===== src/rtl/conv_tap_feeder_if.sv =====
// Bundle for conv_tap_feeder: config port, input sample stream and per-tap output bus.
interface conv_tap_feeder_if;
  logic        cfg_we;
  logic [4:0]  cfg_addr;
  logic [31:0] cfg_wdata;
  logic        cfg_ack;
  logic        s_valid;
  logic        s_ready;
  logic [31:0] s_data;
  logic        s_last;
  logic [31:0] in_data;
  logic [31:0] weight;
  logic [31:0] bias;
  logic        out_valid;
  logic        out_first;
  logic        out_last;
  logic [3:0]  out_tap;

  modport master (
    output cfg_we, cfg_addr, cfg_wdata, s_valid, s_data, s_last,
    input  cfg_ack, s_ready, in_data, weight, bias, out_valid, out_first, out_last, out_tap
  );

  modport slave (
    input  cfg_we, cfg_addr, cfg_wdata, s_valid, s_data, s_last,
    output cfg_ack, s_ready, in_data, weight, bias, out_valid, out_first, out_last, out_tap
  );
endinterface


===== src/rtl/conv_tap_feeder.sv =====
// Collects a sliding 1-D window of FP32 samples and replays it one tap per cycle,
// paired with its weight, to a downstream multiply-accumulate unit.
module conv_tap_feeder #(
  parameter int unsigned KERNEL_TAPS = 9
) (
  input  logic               clk,
  input  logic               reset,
  conv_tap_feeder_if.slave   bus
);
  localparam int unsigned DW   = 32;
  localparam int unsigned TW   = 4;
  localparam int unsigned CW   = 5;
  localparam int unsigned MAXT = 16;
  localparam logic [4:0]    BIAS_ADDR = 5'h1F;
  localparam logic [TW-1:0] LAST_TAP  = TW'(KERNEL_TAPS - 1);
  localparam logic [CW-1:0] FULL_CNT  = CW'(KERNEL_TAPS);

  typedef enum logic {FILL, ISSUE} state_t;

  state_t          state;
  logic [DW-1:0]   win_q [MAXT];
  logic [DW-1:0]   wt_q  [MAXT];
  logic [CW-1:0]   fill_cnt;
  logic            clear_pend;

  logic            accept;
  logic            cfg_ok;
  logic            completes;
  logic [DW-1:0]   w0_new;
  logic [DW-1:0]   tap0_data;
  logic [TW-1:0]   nxt_tap;

  // Tap 0 is registered on the accept edge, so it sees the post-shift window and a same-cycle weight write.
  always_comb begin
    accept    = bus.s_valid && bus.s_ready;
    cfg_ok    = bus.cfg_we && (state == FILL) &&
                ((bus.cfg_addr < CW'(KERNEL_TAPS)) || (bus.cfg_addr == BIAS_ADDR));
    completes = fill_cnt >= CW'(KERNEL_TAPS - 1);
    w0_new    = (cfg_ok && (bus.cfg_addr == 5'd0)) ? bus.cfg_wdata : wt_q[0];
    tap0_data = (KERNEL_TAPS == 1) ? bus.s_data : win_q[1];
    nxt_tap   = TW'(bus.out_tap + TW'(1));
  end

  always_ff @(posedge clk) begin
    if (reset) begin
      state      <= FILL;
      fill_cnt   <= '0;
      clear_pend <= 1'b0;
      for (int unsigned i = 0; i < MAXT; i++) begin
        win_q[TW'(i)] <= '0;
        wt_q[TW'(i)]  <= '0;
      end
      bus.bias      <= '0;
      bus.cfg_ack   <= 1'b0;
      bus.s_ready   <= 1'b0;
      bus.in_data   <= '0;
      bus.weight    <= '0;
      bus.out_valid <= 1'b0;
      bus.out_first <= 1'b0;
      bus.out_last  <= 1'b0;
      bus.out_tap   <= '0;
    end else begin
      bus.cfg_ack <= cfg_ok;
      if (cfg_ok) begin
        if (bus.cfg_addr == BIAS_ADDR) bus.bias <= bus.cfg_wdata;
        else                           wt_q[bus.cfg_addr[TW-1:0]] <= bus.cfg_wdata;
      end

      case (state)
        FILL: begin
          bus.s_ready <= 1'b1;
          if (accept) begin
            if (bus.s_last && !completes) begin
              // Frame ended short of a full window: discard partial history.
              fill_cnt <= '0;
              for (int unsigned i = 0; i < MAXT; i++) win_q[TW'(i)] <= '0;
            end else begin
              for (int unsigned i = 0; i + 1 < KERNEL_TAPS; i++) win_q[TW'(i)] <= win_q[TW'(i + 1)];
              win_q[TW'(KERNEL_TAPS - 1)] <= bus.s_data;
              fill_cnt <= completes ? FULL_CNT : CW'(fill_cnt + CW'(1));
              if (completes) begin
                state         <= ISSUE;
                clear_pend    <= bus.s_last;
                bus.s_ready   <= 1'b0;
                bus.out_valid <= 1'b1;
                bus.out_first <= 1'b1;
                bus.out_last  <= (KERNEL_TAPS == 1);
                bus.out_tap   <= '0;
                bus.in_data   <= tap0_data;
                bus.weight    <= w0_new;
              end
            end
          end
        end
        ISSUE: begin
          if (bus.out_tap == LAST_TAP) begin
            state         <= FILL;
            bus.s_ready   <= 1'b1;
            bus.out_valid <= 1'b0;
            bus.out_first <= 1'b0;
            bus.out_last  <= 1'b0;
            bus.out_tap   <= '0;
            bus.in_data   <= '0;
            bus.weight    <= '0;
            if (clear_pend) begin
              clear_pend <= 1'b0;
              fill_cnt   <= '0;
              for (int unsigned i = 0; i < MAXT; i++) win_q[TW'(i)] <= '0;
            end
          end else begin
            bus.out_tap   <= nxt_tap;
            bus.in_data   <= win_q[nxt_tap];
            bus.weight    <= wt_q[nxt_tap];
            bus.out_first <= 1'b0;
            bus.out_last  <= (nxt_tap == LAST_TAP);
          end
        end
        default: state <= FILL;
      endcase
    end
  end
endmodule


===== src/flat_wrapper.sv =====
// flat-port wrapper written by rule: the top's interface ports become plain ports
module conv_tap_feeder_flat 
#(
  parameter int unsigned KERNEL_TAPS = 9
)
  (clk, reset, bus_cfg_we, bus_cfg_addr, bus_cfg_wdata, bus_s_valid, bus_s_data, bus_s_last, bus_cfg_ack, bus_s_ready, bus_in_data, bus_weight, bus_bias, bus_out_valid, bus_out_first, bus_out_last, bus_out_tap);
  conv_tap_feeder_if bus_i ();
  input  logic clk;
  input  logic reset;
  input wire logic [$bits(bus_i.cfg_we)-1:0] bus_cfg_we;
  input wire logic [$bits(bus_i.cfg_addr)-1:0] bus_cfg_addr;
  input wire logic [$bits(bus_i.cfg_wdata)-1:0] bus_cfg_wdata;
  input wire logic [$bits(bus_i.s_valid)-1:0] bus_s_valid;
  input wire logic [$bits(bus_i.s_data)-1:0] bus_s_data;
  input wire logic [$bits(bus_i.s_last)-1:0] bus_s_last;
  output wire logic [$bits(bus_i.cfg_ack)-1:0] bus_cfg_ack;
  output wire logic [$bits(bus_i.s_ready)-1:0] bus_s_ready;
  output wire logic [$bits(bus_i.in_data)-1:0] bus_in_data;
  output wire logic [$bits(bus_i.weight)-1:0] bus_weight;
  output wire logic [$bits(bus_i.bias)-1:0] bus_bias;
  output wire logic [$bits(bus_i.out_valid)-1:0] bus_out_valid;
  output wire logic [$bits(bus_i.out_first)-1:0] bus_out_first;
  output wire logic [$bits(bus_i.out_last)-1:0] bus_out_last;
  output wire logic [$bits(bus_i.out_tap)-1:0] bus_out_tap;
  assign bus_i.cfg_we = bus_cfg_we;
  assign bus_i.cfg_addr = bus_cfg_addr;
  assign bus_i.cfg_wdata = bus_cfg_wdata;
  assign bus_i.s_valid = bus_s_valid;
  assign bus_i.s_data = bus_s_data;
  assign bus_i.s_last = bus_s_last;
  assign bus_cfg_ack = bus_i.cfg_ack;
  assign bus_s_ready = bus_i.s_ready;
  assign bus_in_data = bus_i.in_data;
  assign bus_weight = bus_i.weight;
  assign bus_bias = bus_i.bias;
  assign bus_out_valid = bus_i.out_valid;
  assign bus_out_first = bus_i.out_first;
  assign bus_out_last = bus_i.out_last;
  assign bus_out_tap = bus_i.out_tap;
  conv_tap_feeder #(.KERNEL_TAPS(KERNEL_TAPS)) u_core (.clk(clk), .reset(reset), .bus(bus_i));
endmodule

===== config.mk =====
export PLATFORM = sky130hd
export DESIGN_NAME = conv_tap_feeder_flat
export DESIGN_NICKNAME = d
export VERILOG_FILES = /design/src/rtl/conv_tap_feeder_if.sv /design/src/rtl/conv_tap_feeder.sv /design/src/flat_wrapper.sv
export SDC_FILE = /design/constraint.sdc
export NUM_CORES = 1
export LEC_CHECK = 0
export BUFFER_PORTS_ARGS = -buffer_cell sky130_fd_sc_hd__buf_4
export CORE_MARGIN = 8
export CORE_UTILIZATION = 61
export CTS_CLUSTER_DIAMETER = 200
export DETAILED_ROUTE_END_ITERATION = 7
export HOLD_SLACK_MARGIN = 0.06
export PLACE_DENSITY = 0.81
export SYNTH_ARGS = -nofsm -noshare
export SYNTH_HDL_FRONTEND = slang
export SYNTH_SLANG_ARGS = --single-unit

===== constraint.sdc =====
create_clock -name clk -period 7.2 [get_ports clk]
set_input_delay 0 -clock clk [delete_from_list [all_inputs] [get_ports clk]]
set_output_delay 0 -clock clk [all_outputs]
set_load 0.02 [all_outputs]

Yosys cells after proc, flatten, opt, wreduce, memory -nomap -nowiden
Memories as Yosys holds them, arrays and structs flattened.
Cells that the tools add are included.

storage, ports and cells
  latch bits = 0
  memories = 2
  output and inout bits = 105
  register bits after elaboration = 112
  bits in writable memories = 1,024
  memory bits (read-only) = 0

operators by class
  eq/ne operators = 8
  bitwise gates (word level) = 42
  magnitude comparators = 2
  muxes and demuxes = 112
  divide/modulo/power cells = 0
  shifts and indexed selects = 0
  reductions and logical operators = 13
  add/sub/neg operators = 2
  $mul = 0

memories
  memory        words  width  rd ports  clocked after memory_dff  wr ports  line                   RTL
  u_core.win_q  16     32     9         0                         16        conv_tap_feeder.sv:21  logic [DW-1:0] win_q [MAXT];
  u_core.wt_q   16     32     2         0                         16        conv_tap_feeder.sv:22  logic [DW-1:0] wt_q [MAXT];

operators by type and width
  operator                                                           count
  two-way mux 32 bit                                                 51
  case mux 32 bit (2 select lines)                                   2
  two-way mux 1 bit                                                  41
  OR 1 bit                                                           41
  OR reduction 32 bit                                                1
  two-way mux 5 bit                                                  5
  two-way mux 4 bit                                                  5
  case mux 1 bit (2 select lines)                                    6
  case mux 5 bit (2 select lines)                                    1
  equality test 4 bit, second input constant                         2
  case mux 4 bit (2 select lines)                                    1
  != test 2 bit, second input constant                               3
  AND reduction 3 bit                                                2
  adder 5 x 1 -> 5 bit, second input constant                        1
  equality test 5 bit, second input constant                         1
  greater-or-equal comparator 5 x 4 -> 1 bit, second input constant  1
  logical AND 1 bit                                                  5
  logical NOT 5 bit                                                  1
  < comparator 5 x 4 -> 1 bit, second input constant                 1
  adder 4 x 1 -> 4 bit, second input constant                        1
  != test 2 x 1 -> 1 bit, second input constant                      2
  AND reduction 4 bit                                                1
  AND reduction 2 bit                                                1
  logical NOT 1 bit                                                  1
  2 further kinds                                                    2

Logic depth before layout (Yosys ltp)
Gate-level depths: netlist (run 1).

  depth in word-level cells = 11
  gate-level depth with buffers = 10

Worst setup path after synthesis (run 1)
No wires, ideal clock.

  path kind = reg2reg
  start point = register u_core.bus.out_tap[0]
  end point = memory u_core.win_q[1][0], enable pin
  setup slack = 731 ps
  stages on the path, launching flop included = 9
  clock period less this slack = 6,469 ps
  arrival time = 5,893 ps
  required time = 6,624 ps
  buffers on the path = 2
  cells stage by stage = dfxtp_1 buf_4 inv_1 ha_1 nand3b_1 o21ai_1 nor2_2 buf_2 inv_1

RTL lines
  what                      line                      RTL
  start: declaration        conv_tap_feeder_if.sv:26  output cfg_ack, s_ready, in_data, weight, bias, out_valid, out_first, out_last, out_tap
  start signal: assignment  conv_tap_feeder.sv:111    bus.out_tap <= nxt_tap;
  end: declaration          conv_tap_feeder.sv:21

Worst setup path after layout (run 1)
  start point = register u_core.bus.out_tap[0]
  end point = register u_core.bus.in_data[10]

between the ends
  word-level cells in the longest chain between the ends = 4

RTL lines
  what                                line                      RTL
  adder 4 x 1 -> 4 bit                conv_tap_feeder.sv:41     nxt_tap = TW'(bus.out_tap + TW'(1));
  memory read (16 x 32 bit)           --
  two-way mux 32 bit *                conv_tap_feeder.sv:96     if (bus.out_tap == LAST_TAP) begin
  case mux 32 bit (2 select lines) *  conv_tap_feeder.sv:69     case (state)
  end signal: assignment              conv_tap_feeder.sv:89     bus.in_data <= tap0_data;
  end signal: assignment              conv_tap_feeder.sv:112    bus.in_data <= win_q[nxt_tap];
  end: declaration                    conv_tap_feeder_if.sv:26

Every way passes the cells marked *; elsewhere a longest branch is shown, timed or not.
A chain may end at the register's enable or synchronous reset.

==> impl_metrics.json, run 1 <==
{
  "pin_count": 179,
  "register_area_share_after_synthesis_pct": 67.0,
  "area_fraction_in_compound_gates_after_synthesis_pct": 5.01,
  "ys_ff_latch": 912,
  "maximum_vdd_drop_mv": 0.203,
  "setup_slack_ps": 3190,
  "wl_per_cell_um": 24.0,
  "crit_buf_inv": 4,
  "cts_max_path_buffers": 3,
  "grt_overflow_total": 0,
  "cts_inserted_buffers": 92,
  "outcome": "finished, final reports clean",
  "dr.first_iter.drc_count": 2648,
  "initial_antenna_violation_count": 0,
  "synth-edff-count": 768,
  "most_frequent_cell_after_synthesis": "sky130_fd_sc_hd__edfxtp_1",
  "cts.sink_count": 912,
  "critPathMaxStageDelay_ps": 700,
  "grt_overall_usage_pct": 25.6,
  "yosys.area.top_type": "sky130_fd_sc_hd__edfxtp_1",
  "cts.htree.levels": 3,
  "max_freq_mhz": 250,
  "netlist_area_um2": 38700,
  "core_footprint_um2": 63000,
  "combinational_family_with_the_most_area_after_synthesis": "multiplexers",
  "min_delay_startpoint": "bus_s_data[20]",
  "worst_pin_slew_ps": 1260,
  "synth_cell_types": 57,
  "insertedDiodeCount": 0,
  "leakagePower_uw": 0.0169,
  "postRouteWirelength_um": 92100,
  "syn-instance-count": 2475,
  "dr_total_vias": 23300,
  "required_ps": 7740,
  "synth.mux.area_fraction_pct": 14.0,
  "crit_path_frequent_cell": "sky130_fd_sc_hd__buf_4",
  "cp_cell_sequence": "buf_12 -> inv_1 -> ha_4 -> buf_4 -> nand2b_1 -> nor2_1 -> buf_4 -> a21boi_0 -> a221oi_1",
  "avgSynthCellArea_um2": 15.6,
  "hold_path_end": "u_core.win_q[8][20]$_SDFFCE_PP0P_",
  "tritoncts_clock_tree": "built",
  "post_drt_via_cell_ratio": 6.09,
  "cts.clk_slew.worst_paths_ps": 60,
  "layout.nets": 2985,
  "grt_setup_unrepaired": "no",
  "clk_latency_worst_skew_pair_ps": 650,
  "detailed_place_hpwl_um": 50100,
  "final_layout_size_suffix_gt1_share_pct": 18.8,
  "die-height_um": 268,
  "worstReg2RegEnd": "u_core.bus.in_data[10]$_SDFFE_PP0P_",
  "ys_async_sr_fraction_pct": 0,
  "setup_violations": 0,
  "chipWidth_um": 268,
  "synthesis_to_finish_area_growth_pct": 17.9,
  "synth-adder-area-share_pct": 0.162,
  "rows": 92,
  "layout_worst_path_cycle_share_pct": 55.7,
  "place_worst_setup_slack_ps": 3130,
  "die_area_um2": 71800,
  "setup_total_negative_slack_ps": 0,
  "timing.max_slew.rel_slack_pct": 15.4,
  "clock-skew-final_ps": 38.0,
  "place_congestion": 0.818,
  "antenna_violating_nets_post_route": 0,
  "ws_path_type": "flip-flop to flip-flop",
  "finalCriticalPeriod_ps": 4010,
  "ys_top_cells_by_area": "sky130_fd_sc_hd__edfxtp_1 (60%), sky130_fd_sc_hd__mux4_2 (9.8%), sky130_fd_sc_hd__and2_1 (8.3%)",
  "drc": 0,
  "synth_xor_area_share_pct": 0.0872,
  "grt_pass1_wl_um": 141000,
  "postSynth.topFlopCell": "sky130_fd_sc_hd__edfxtp_1",
  "post-synth-top-area-fraction_pct": 59.6,
  "timing.final.max_slew_violations": 0,
  "critical_path.endpoint_type": "flip-flop",
  "fin_worst_hold_slack_ps": 176,
  "cpLargestDelayFamily": "buffers and inverters",
  "reg2reg_from": "u_core.bus.out_tap[0]$_SDFFE_PP0P_",
  "post_synth_and_or_nand_nor_area_fraction_pct": 11.3,
  "initial_core_util_pct": 61.5,
  "post_synth_most_frequent_cells": "sky130_fd_sc_hd__edfxtp_1 (768), sky130_fd_sc_hd__and2_1 (514), sky130_fd_sc_hd__mux4_2 (168), sky130_fd_sc_hd__mux2i_1 (164), sky130_fd_sc_hd__dfxtp_1 (144)",
  "ctsResizeCount": 0,
  "critical_path_arrival_ps": 4550,
  "root_buffer": "sky130_fd_sc_hd__clkbuf_16",
  "hold-path-cell-count": 3,
  "power_per_cell_area_nw_per_um2": 250,
  "final_hold_fails": 0,
  "cp_max_fo": 127,
  "crit_path_start_kind": "flip-flop",
  "placement.io_buffers": 178,
  "ys.warnings.count": 0,
  "vias_in_the_first_global_route": 24400,
  "rr_worst_depth": 9,
  "grt_max_degree": 159,
  "hp-class": "primary input to flip-flop",
  "drv_cap": 0,
  "detailedRoute.firstPassIterationCount": 7,
  "critPathSlowestCell": "sky130_fd_sc_hd__nor2_1",
  "ff2ff_setup_slack_ps": 3190
}
==> cell families (layout without fill, tap and decap cells) <==
| logic type | count (synthesis) | in the layout |
|---|---|---|
| AO/OA/AOI/OAI | 258 | 258 |
| XOR/XNOR | 3 | 3 |
| adder cells (fa/ha/maj) | 5 | 5 |
| buffers and inverters | 219 | 506 |
| flip-flops | 912 | 912 |
| multiplexers | 332 | 332 |
| other | 1 | 224 |
| AND/OR/NAND/NOR | 745 | 745 |
==> where the power goes <==
| part | switching, µW | internal (µW) | total [µW] | leakage, µW |
|---|---|---|---|---|
| clock | 2000 | 2880 | 4880 | 0.00152 |
| combinational | 268 | 173 | 441 | 0.00631 |
| sequential | 97.4 | 5980 | 6080 | 0.00906 |
| total | 2370 | 9040 | 11400 | 0.0169 |
==> routing by layer <==
metal | global-route usage, % | vias up | share of wire [%]
li1 | - | 10000 | -
met2 | 42.8 | 1234 | 50
met1 | 33.7 | 11900 | 38
met4 | 9.40 | 0 | 3.5
met3 | 4.81 | 229 | 9.2
met5 | 0 | - | 0
==> how the worst max path moves through the flow <==
stage                                             from                                  end  cells after the start
floorplan           u_core.bus.out_tap[0]$_SDFFE_PP0P_     u_core.win_q[1][0]$_SDFFCE_PP0P_                      8
global placement    u_core.bus.out_tap[0]$_SDFFE_PP0P_  u_core.bus.in_data[16]$_SDFFE_PP0P_                      9
detailed placement  u_core.bus.out_tap[0]$_SDFFE_PP0P_   u_core.bus.in_data[8]$_SDFFE_PP0P_                      9
CTS                 u_core.bus.out_tap[0]$_SDFFE_PP0P_   u_core.bus.in_data[8]$_SDFFE_PP0P_                      9
global route        u_core.bus.out_tap[0]$_SDFFE_PP0P_   u_core.bus.in_data[4]$_SDFFE_PP0P_                      9
finish              u_core.bus.out_tap[0]$_SDFFE_PP0P_  u_core.bus.in_data[10]$_SDFFE_PP0P_                      9
==> worst reg2reg max path: stages (launching register included) <==
cell and delay [ps]:
sky130_fd_sc_hd__dfxtp_4 350, sky130_fd_sc_hd__buf_12 640, sky130_fd_sc_hd__inv_1 300, sky130_fd_sc_hd__ha_4 480, sky130_fd_sc_hd__buf_4 450, sky130_fd_sc_hd__nand2b_1 340
sky130_fd_sc_hd__nor2_1 700, sky130_fd_sc_hd__buf_4 270, sky130_fd_sc_hd__a21boi_0 90, sky130_fd_sc_hd__a221oi_1 280
==> area by class of cell <==
class                      instances  area [µm²]
sequential                       912       25900
tap                              846        1060
inverter                           8        37.5
clock inverter                    41         468
multi-input combinational       1567       12800
timing repair buffer             325        2740
clock buffer                     132        2640
fill                            3804       17300
==> layout by cell type (no fill, tap or decap), types with 17 or more instances in the layout <==
| cell | instances |
|---|---|
| sky130_fd_sc_hd__a21oi_1 | 54 |
| sky130_fd_sc_hd__a22o_1 | 22 |
| sky130_fd_sc_hd__a22oi_1 | 54 |
| sky130_fd_sc_hd__a2bb2oi_1 | 32 |
| sky130_fd_sc_hd__and2_1 | 514 |
| sky130_fd_sc_hd__and3_1 | 34 |
| sky130_fd_sc_hd__buf_4 | 219 |
| sky130_fd_sc_hd__clkbuf_1 | 27 |
| sky130_fd_sc_hd__clkbuf_16 | 97 |
| sky130_fd_sc_hd__clkinv_2 | 17 |
| sky130_fd_sc_hd__conb_1 | 224 |
| sky130_fd_sc_hd__dfxtp_1 | 143 |
| sky130_fd_sc_hd__dlygate4sd3_1 | 102 |
| sky130_fd_sc_hd__edfxtp_1 | 768 |
| sky130_fd_sc_hd__mux2i_1 | 164 |
| sky130_fd_sc_hd__mux4_2 | 168 |
| sky130_fd_sc_hd__nand2_1 | 106 |
| sky130_fd_sc_hd__nor2_1 | 29 |
| sky130_fd_sc_hd__o221ai_1 | 51 |
==> timing repair <==
action,in CTS,in global routing
setup buffers,0,0
hold buffers,102,0
endpoints found under the hold margin,481,0
==> metrics by stage <==
| step | util, % | total power, µW | area (µm²) | std cells |
|---|---|---|---|---|
| finish | 72.5 | 11400 | 45700 | 3831 |
| global route | 72.5 | 11700 | 45700 | 3831 |
| CTS | 72.5 | 11400 | 45700 | 3831 |
| detailed placement | 66.0 | 6580 | 41500 | 3556 |
| global placement | 66.0 | 6550 | 41500 | 3556 |
| floorplan | - | 6410 | 39600 | 2698 |
==> flip-flops by register name, summed over array words and instances, names as in the netlist <==
signal,flops
u_core.state,1
u_core.bus.bias,32
u_core.wt_q,512
u_core.fill_cnt,5
u_core.bus.cfg_ack,1
u_core.bus.weight,32
u_core.bus.out_first,1
u_core.bus.out_valid,1
u_core.bus.s_ready,1
u_core.clear_pend,1
u_core.win_q,288
u_core.bus.out_last,1
u_core.bus.out_tap,4
u_core.bus.in_data,32
No activity file was read; power rests on OpenSTA's default activity.
==> run 2: changes to the inputs <==
--- a/config.mk
+++ b/config.mk
@@ -7,11 +7,11 @@
 export LEC_CHECK = 0
 export BUFFER_PORTS_ARGS = -buffer_cell sky130_fd_sc_hd__buf_4
 export CORE_MARGIN = 8
-export CORE_UTILIZATION = 61
+export CORE_UTILIZATION = 55
 export CTS_CLUSTER_DIAMETER = 200
 export DETAILED_ROUTE_END_ITERATION = 7
 export HOLD_SLACK_MARGIN = 0.06
-export PLACE_DENSITY = 0.81
+export PLACE_DENSITY = 0.77
 export SYNTH_ARGS = -nofsm -noshare
 export SYNTH_HDL_FRONTEND = slang
 export SYNTH_SLANG_ARGS = --single-unit
==> constraint.sdc (replaced) <==
create_clock -name clk -period 3.5 [get_ports clk]
set_input_delay 0 -clock clk [delete_from_list [all_inputs] [get_ports clk]]
set_output_delay 0 -clock clk [all_outputs]
set_load 0.02 [all_outputs]
==> run 2 against run 1 <==
Die area increased by 10%. Clock power up 100%. Clock skew decreased by 19 ps. Power increased by 100%. Wire length increased by 1.2%. Core utilization shrank 6.5 points. Combinational power up 110%. Critical path type unchanged. Largest cell class unchanged. Highest routed layer is now met5.
==> impl_metrics.json, run 2 (synthesis gave the netlist of run 1 again) <==
{
  "final_layout_size_suffix_gt1_share_pct": 19.6,
  "final_hold_fails": 0,
  "cts.clk_slew.worst_paths_ps": 60,
  "postPlaceCellArea_um2": 42000,
  "layout.nets": 3005,
  "critical_path_arrival_ps": 3450,
  "worst_pin_slew_ps": 1310,
  "placement.io_buffers": 178,
  "finalCriticalPeriod_ps": 2960,
  "outcome": "finished, final reports clean",
  "grt_setup_unrepaired": "no",
  "area_of_the_multi_input_gates_um2": 12800,
  "die_area_um2": 79200,
  "detailed_place_hpwl_um": 53400,
  "pin_count": 179,
  "clk_latency_worst_skew_pair_ps": 650,
  "comb_power_share_pct": 4.1,
  "vias_in_the_first_global_route": 24400,
  "post_drt_via_cell_ratio": 5.85,
  "hp-class": "primary input to flip-flop",
  "leakagePower_uw": 0.0171,
  "cts_max_path_buffers": 3,
  "rows": 97,
  "power.switching_uw": 4870,
  "chipWidth_um": 281,
  "power_switching_share_pct": 21.0,
  "grt_pass1_wl_um": 143000,
  "cts_inserted_buffers": 93,
  "cts.sink_count": 912,
  "dr_total_vias": 23100,
  "timing.final.max_slew_violations": 0,
  "dr.first_iter.drc_count": 2232,
  "largest_register_ff_count": 512,
  "grt_max_degree": 173,
  "timing.max_slew.rel_slack_pct": 12.2,
  "maximum_vdd_drop_mv": 0.521,
  "grt_overflow_total": 0,
  "postRouteWirelength_um": 93200,
  "core_footprint_um2": 69900,
  "ws_path_type": "flip-flop to flip-flop",
  "cp_max_fo": 25,
  "clock-skew-final_ps": 18.6,
  "design_power_total_uw": 23200,
  "sequential_cell_area_um2": 25900,
  "setup_violations": 0,
  "drv_cap": 0,
  "layout_worst_path_cycle_share_pct": 84.7,
  "fin_worst_hold_slack_ps": 175,
  "initial_antenna_violation_count": 3,
  "place_congestion": 0.830,
  "largest-register": "u_core.wt_q",
  "antenna_violating_nets_post_route": 0,
  "setup_total_negative_slack_ps": 0,
  "cts.htree.levels": 3,
  "detailedRoute.firstPassIterationCount": 5,
  "drc": 0,
  "filler_cells": 4779,
  "power_per_cell_area_nw_per_um2": 504,
  "post_cts.repair.setup_buffers": 0,
  "initial_core_util_pct": 55.4,
  "clock_power_share_pct": 42.1,
  "critical_path.endpoint_type": "flip-flop",
  "tritoncts_clock_tree": "built",
  "cell_internal_power_uw": 18400,
  "synthesis_to_finish_area_growth_pct": 19.1,
  "die-height_um": 281,
  "required_ps": 3980,
  "final_area_um2": 46100,
  "wl_per_cell_um": 23.6,
  "grt_overall_usage_pct": 23.5,
  "crit_path_start_kind": "flip-flop",
  "power_frac_seq_pct": 53.8,
  "most-common-layout-cells": "sky130_fd_sc_hd__edfxtp_1 (768), sky130_fd_sc_hd__and2_1 (514), sky130_fd_sc_hd__conb_1 (224)",
  "max_freq_mhz": 337,
  "biggestRegsByFlops": "u_core.wt_q (512), u_core.win_q (288)",
  "mostFrequentLayoutCell": "sky130_fd_sc_hd__edfxtp_1",
  "root_buffer": "sky130_fd_sc_hd__clkbuf_16"
}
-- run 2: cell count changes in the layout (fill, tap and decap cells not counted), sizes merged --
| cell | previous run | this run |
|---|---|---|
| buf | 223 | 242 |
| bufinv | 9 | 3 |
| clkbuf | 132 | 137 |
| clkinv | 28 | 31 |
| diode | 0 | 4 |
| inv | 10 | 9 |
-- run 2: critical path, stage by stage (launching register included) --
cell and delay, ps:
sky130_fd_sc_hd__dfxtp_4 640, sky130_fd_sc_hd__ha_1 470, sky130_fd_sc_hd__xor2_4 260, sky130_fd_sc_hd__nor2_1 1040, sky130_fd_sc_hd__nand2_1 160, sky130_fd_sc_hd__nand3_1 140
sky130_fd_sc_hd__a221oi_1 80
-- run 2: final cells by class --
cell class	count	area share (%)
Clock inverter	37	0.627
Inverter	8	0.0787
Timing Repair Buffer	344	6.82
Tap cell	940	2.55
Sequential cell	912	56.3
Antenna cell	4	0.0217
Clock buffer	137	5.96
Multi-Input combinational cell	1567	27.7
-- run 2: path summary, 6_finish.rpt --
check,endpoint,cells after the start,slack (ps),from
setup / recovery,u_core.bus.in_data[4]$_SDFFE_PP0P_,6,540,u_core.bus.out_tap[0]$_SDFFE_PP0P_
hold / removal,u_core.win_q[8][19]$_SDFFCE_PP0P_,3,180,bus_s_data[19]
hold reg to reg,u_core.bus.bias[25]$_SDFFE_PP0P_,2,470,u_core.bus.bias[25]$_SDFFE_PP0P_
setup reg to reg,u_core.bus.in_data[4]$_SDFFE_PP0P_,6,540,u_core.bus.out_tap[0]$_SDFFE_PP0P_
-- run 2: layer usage --
| metal | wire length (µm) | global-route usage (%) | up-vias |
|---|---|---|---|
| li1 | - | - | 10100 |
| met1 | 36600 | 31.1 | 11700 |
| met2 | 45500 | 38.6 | 1058 |
| met3 | 8210 | 5.46 | 201 |
| met4 | 2900 | 7.85 | 2 |
| met5 | 13 | 0 | - |
-- run 2: power by group through the flow --
stage | Sequential, µW | Clock [µW] | Combinational (µW)
after floorplan | 12700 | 0 | 531
after global placement | 12700 | 0 | 834
after detailed placement | 12700 | 0 | 859
after CTS | 12500 | 9900 | 935
after global routing | 12500 | 10300 | 1020
final | 12500 | 9790 | 947
-- run 2: stage by stage --
step	utilization, %	setup slack (ps)	std cells
2_1_floorplan	-	-1590	2698
3_3_place_gp	60.1	728	3669
3_5_place_dp	60.1	530	3669
4_1_cts	66.0	535	3945
5_1_grt	66.0	280	3947
6_report	66.0	535	3949
-- run 2: timing repair --
item | 4_1_cts | 5_1_grt
hold buffers | 102 | 0
gates resized for setup | 0 | 0
hold endpoints to repair | 452 | 0
==> run 3: changes to the inputs <==
==> constraint.sdc (replaced) <==
create_clock -name clk -period 2.38 [get_ports clk]
set_input_delay 0 -clock clk [delete_from_list [all_inputs] [get_ports clk]]
set_output_delay 0 -clock clk [all_outputs]
set_load 0.02 [all_outputs]
==> run 3 against run 2 <==
Clock-buffer cell count increased by 2. Cell count increased by 0.89%. Critical path depth increased by 1. Critical endpoint is now u_core.bus.weight[3]$_SDFFE_PP0P_. Largest cell class unchanged.
==> impl_metrics.json, run 3 (synthesis gave the netlist of run 1 again) <==
{
  "outcome": "finished, final reports clean",
  "grt_pass1_wl_um": 143000,
  "cts_max_path_buffers": 3,
  "cp_max_fo": 36,
  "tritoncts_clock_tree": "built",
  "clk_latency_worst_skew_pair_ps": 660,
  "max_freq_mhz": 429,
  "filler_cells": 4665,
  "worst_pin_slew_ps": 1080,
  "core_footprint_um2": 69900,
  "crit_buf_inv": 3,
  "final_hold_fails": 0,
  "hp-class": "primary input to flip-flop",
  "final_area_um2": 46600,
  "chipWidth_um": 281,
  "ws_path_type": "flip-flop to flip-flop",
  "layout.core_utilization_pct": 66.7,
  "cts.htree.levels": 3,
  "layout.nets": 3040,
  "crit_path_frequent_cell": "sky130_fd_sc_hd__buf_4",
  "drv_cap": 0,
  "clock-skew-final_ps": 30.4,
  "synthesis_to_finish_area_growth_pct": 20.5,
  "power_per_cell_area_nw_per_um2": 748,
  "mostFrequentLayoutCell": "sky130_fd_sc_hd__edfxtp_1",
  "setup_slack_ps": 46.5,
  "timing.final.max_slew_violations": 0,
  "cp_cell_sequence": "ha_1 -> buf_4 -> xor2_4 -> buf_4 -> buf_16 -> mux2i_1 -> o221ai_1",
  "biggestRegsByFlops": "u_core.wt_q (512), u_core.win_q (288)",
  "largest-register": "u_core.wt_q",
  "most-common-layout-cells": "sky130_fd_sc_hd__edfxtp_1 (768), sky130_fd_sc_hd__and2_1 (514), sky130_fd_sc_hd__buf_4 (245)",
  "dr.first_iter.drc_count": 2463,
  "largest_register_ff_count": 512,
  "critPathMaxStageDelay_ps": 420,
  "timing.max_slew.rel_slack_pct": 28.0,
  "critPathSlowestCell": "sky130_fd_sc_hd__dfxtp_2",
  "grt_overall_usage_pct": 23.5,
  "setup_violations": 0,
  "hold_path_end": "u_core.win_q[8][19]$_SDFFCE_PP0P_",
  "cts.sink_count": 912,
  "layout_worst_path_cycle_share_pct": 98.0,
  "cpLargestDelayFamily": "buffers and inverters",
  "cts.clk_slew.worst_paths_ps": 60,
  "rr_worst_depth": 7,
  "worstReg2RegEnd": "u_core.bus.weight[3]$_SDFFE_PP0P_",
  "required_ps": 2870,
  "min_delay_startpoint": "bus_s_data[19]",
  "die_area_um2": 79200,
  "finalCriticalPeriod_ps": 2330,
  "initial_antenna_violation_count": 3,
  "hold-path-cell-count": 3,
  "post_drt_via_cell_ratio": 5.88,
  "ff2ff_setup_slack_ps": 50,
  "final_layout_size_suffix_gt1_share_pct": 20.7,
  "wl_per_cell_um": 23.6,
  "critical_path_arrival_ps": 2820,
  "vias_in_the_first_global_route": 24500,
  "leakagePower_uw": 0.0172,
  "rows": 97,
  "cts_inserted_buffers": 94,
  "comb_power_share_pct": 4.1,
  "place_worst_setup_slack_ps": 45.7,
  "root_buffer": "sky130_fd_sc_hd__clkbuf_16",
  "antenna_violating_nets_post_route": 0,
  "reg2reg_from": "u_core.bus.out_tap[1]$_SDFFE_PP0P_",
  "detailed_place_hpwl_um": 55200,
  "postPlaceCellArea_um2": 42400,
  "initial_core_util_pct": 55.4,
  "pin_count": 179,
  "power.switching_uw": 7310,
  "grt_setup_unrepaired": "yes",
  "critical_path.endpoint_type": "flip-flop",
  "placement.io_buffers": 178,
  "cell_internal_power_uw": 27600,
  "maximum_vdd_drop_mv": 0.905,
  "postRouteWirelength_um": 94000,
  "power_frac_seq_pct": 52.7,
  "grt_max_degree": 221,
  "crit_path_start_kind": "flip-flop",
  "clock_power_share_pct": 43.2,
  "place_congestion": 0.845,
  "dr_total_vias": 23400,
  "die-height_um": 281,
  "drc": 0,
  "grt_overflow_total": 0,
  "power_switching_share_pct": 21.0,
  "detailedRoute.firstPassIterationCount": 6
}
==> run 3: cell count changes in the layout (fill, tap and decap cells not counted), moves of 4 or more <==
cell                        change
sky130_fd_sc_hd__clkinv_2       -6
sky130_fd_sc_hd__buf_4         +28
sky130_fd_sc_hd__nor2_2         +4
sky130_fd_sc_hd__clkbuf_1       +4
sky130_fd_sc_hd__buf_12         +6
sky130_fd_sc_hd__bufinv_16      +6
sky130_fd_sc_hd__nor2_1         -4
==> run 3: layout make-up <==
cell class | count | area, µm² | area share, %
Sequential cell | 912 | 25900 | 55.6
Multi-Input combinational cell | 1567 | 12800 | 27.4
Timing Repair Buffer | 378 | 3490 | 7.49
Clock buffer | 139 | 2700 | 5.80
Tap cell | 940 | 1180 | 2.52
Clock inverter | 37 | 500 | 1.07
Inverter | 8 | 36.3 | 0.0778
Antenna cell | 3 | 7.51 | 0.0161
==> run 3: power by group through the flow <==
stage	combinational, µW	sequential (µW)	clock [µW]
2_1_floorplan	781	18600	0
3_3_place_gp	1240	18600	0
3_5_place_dp	1280	18700	0
4_1_cts	1390	18400	15300
5_1_grt	1510	18400	15900
6_report	1420	18400	15100
==> run 3: worst max-delay path by stage <==
stage,from,to,slack (ps),cells after the start
floorplan,u_core.bus.out_tap[0]$_SDFFE_PP0P_,u_core.win_q[1][0]$_SDFFCE_PP0P_,-2710,8
CTS,u_core.bus.out_tap[0]$_SDFFE_PP0P_,u_core.bus.in_data[26]$_SDFFE_PP0P_,40,7
detailed placement,u_core.bus.out_tap[0]$_SDFFE_PP0P_,u_core.bus.in_data[26]$_SDFFE_PP0P_,50,7
global route,u_core.bus.out_tap[1]$_SDFFE_PP0P_,u_core.bus.weight[18]$_SDFFE_PP0P_,-20,7
finish,u_core.bus.out_tap[1]$_SDFFE_PP0P_,u_core.bus.weight[3]$_SDFFE_PP0P_,50,7
global placement,u_core.bus.out_tap[0]$_SDFFE_PP0P_,u_core.bus.in_data[20]$_SDFFE_PP0P_,130,7
==> run 3: tightest hold or removal path, delay by kind of cell <==
| family | cells | cell delay [ps] |
|---|---|---|
| buffers and inverters | 2 | 610 |
| and+or+nand+nor | 1 | 100 |
==> run 3: metrics by stage <==
stage,std cells,setup TNS [ps],hold WS (ps),power (µW)
finish,3984,0,159,34900
detailed placement,3705,0,283,20000
global route,3983,-22.4,166,35900
floorplan,2698,-606790,136,19400
global placement,3705,0,278,19900
CTS,3981,0,136,35000
==> run 3: layer usage <==
| metal | global-route usage, % | routed length (µm) | vias to the layer above |
|---|---|---|---|
| met3 | 5.32 | 8660 | 183 |
| met4 | 7.44 | 2750 | 0 |
| met5 | 0 | 0 | - |
| li1 | - | - | 10200 |
| met2 | 39.0 | 46000 | 1176 |
| met1 | 31.1 | 36600 | 11900 |
==> run 3: what timing repair did <==
item	in CTS	in global routing
endpoints found under the setup margin	0	10
hold buffers	100	0
gates resized for setup	0	9
buffers inserted	0	0
hold endpoints to repair	423	0
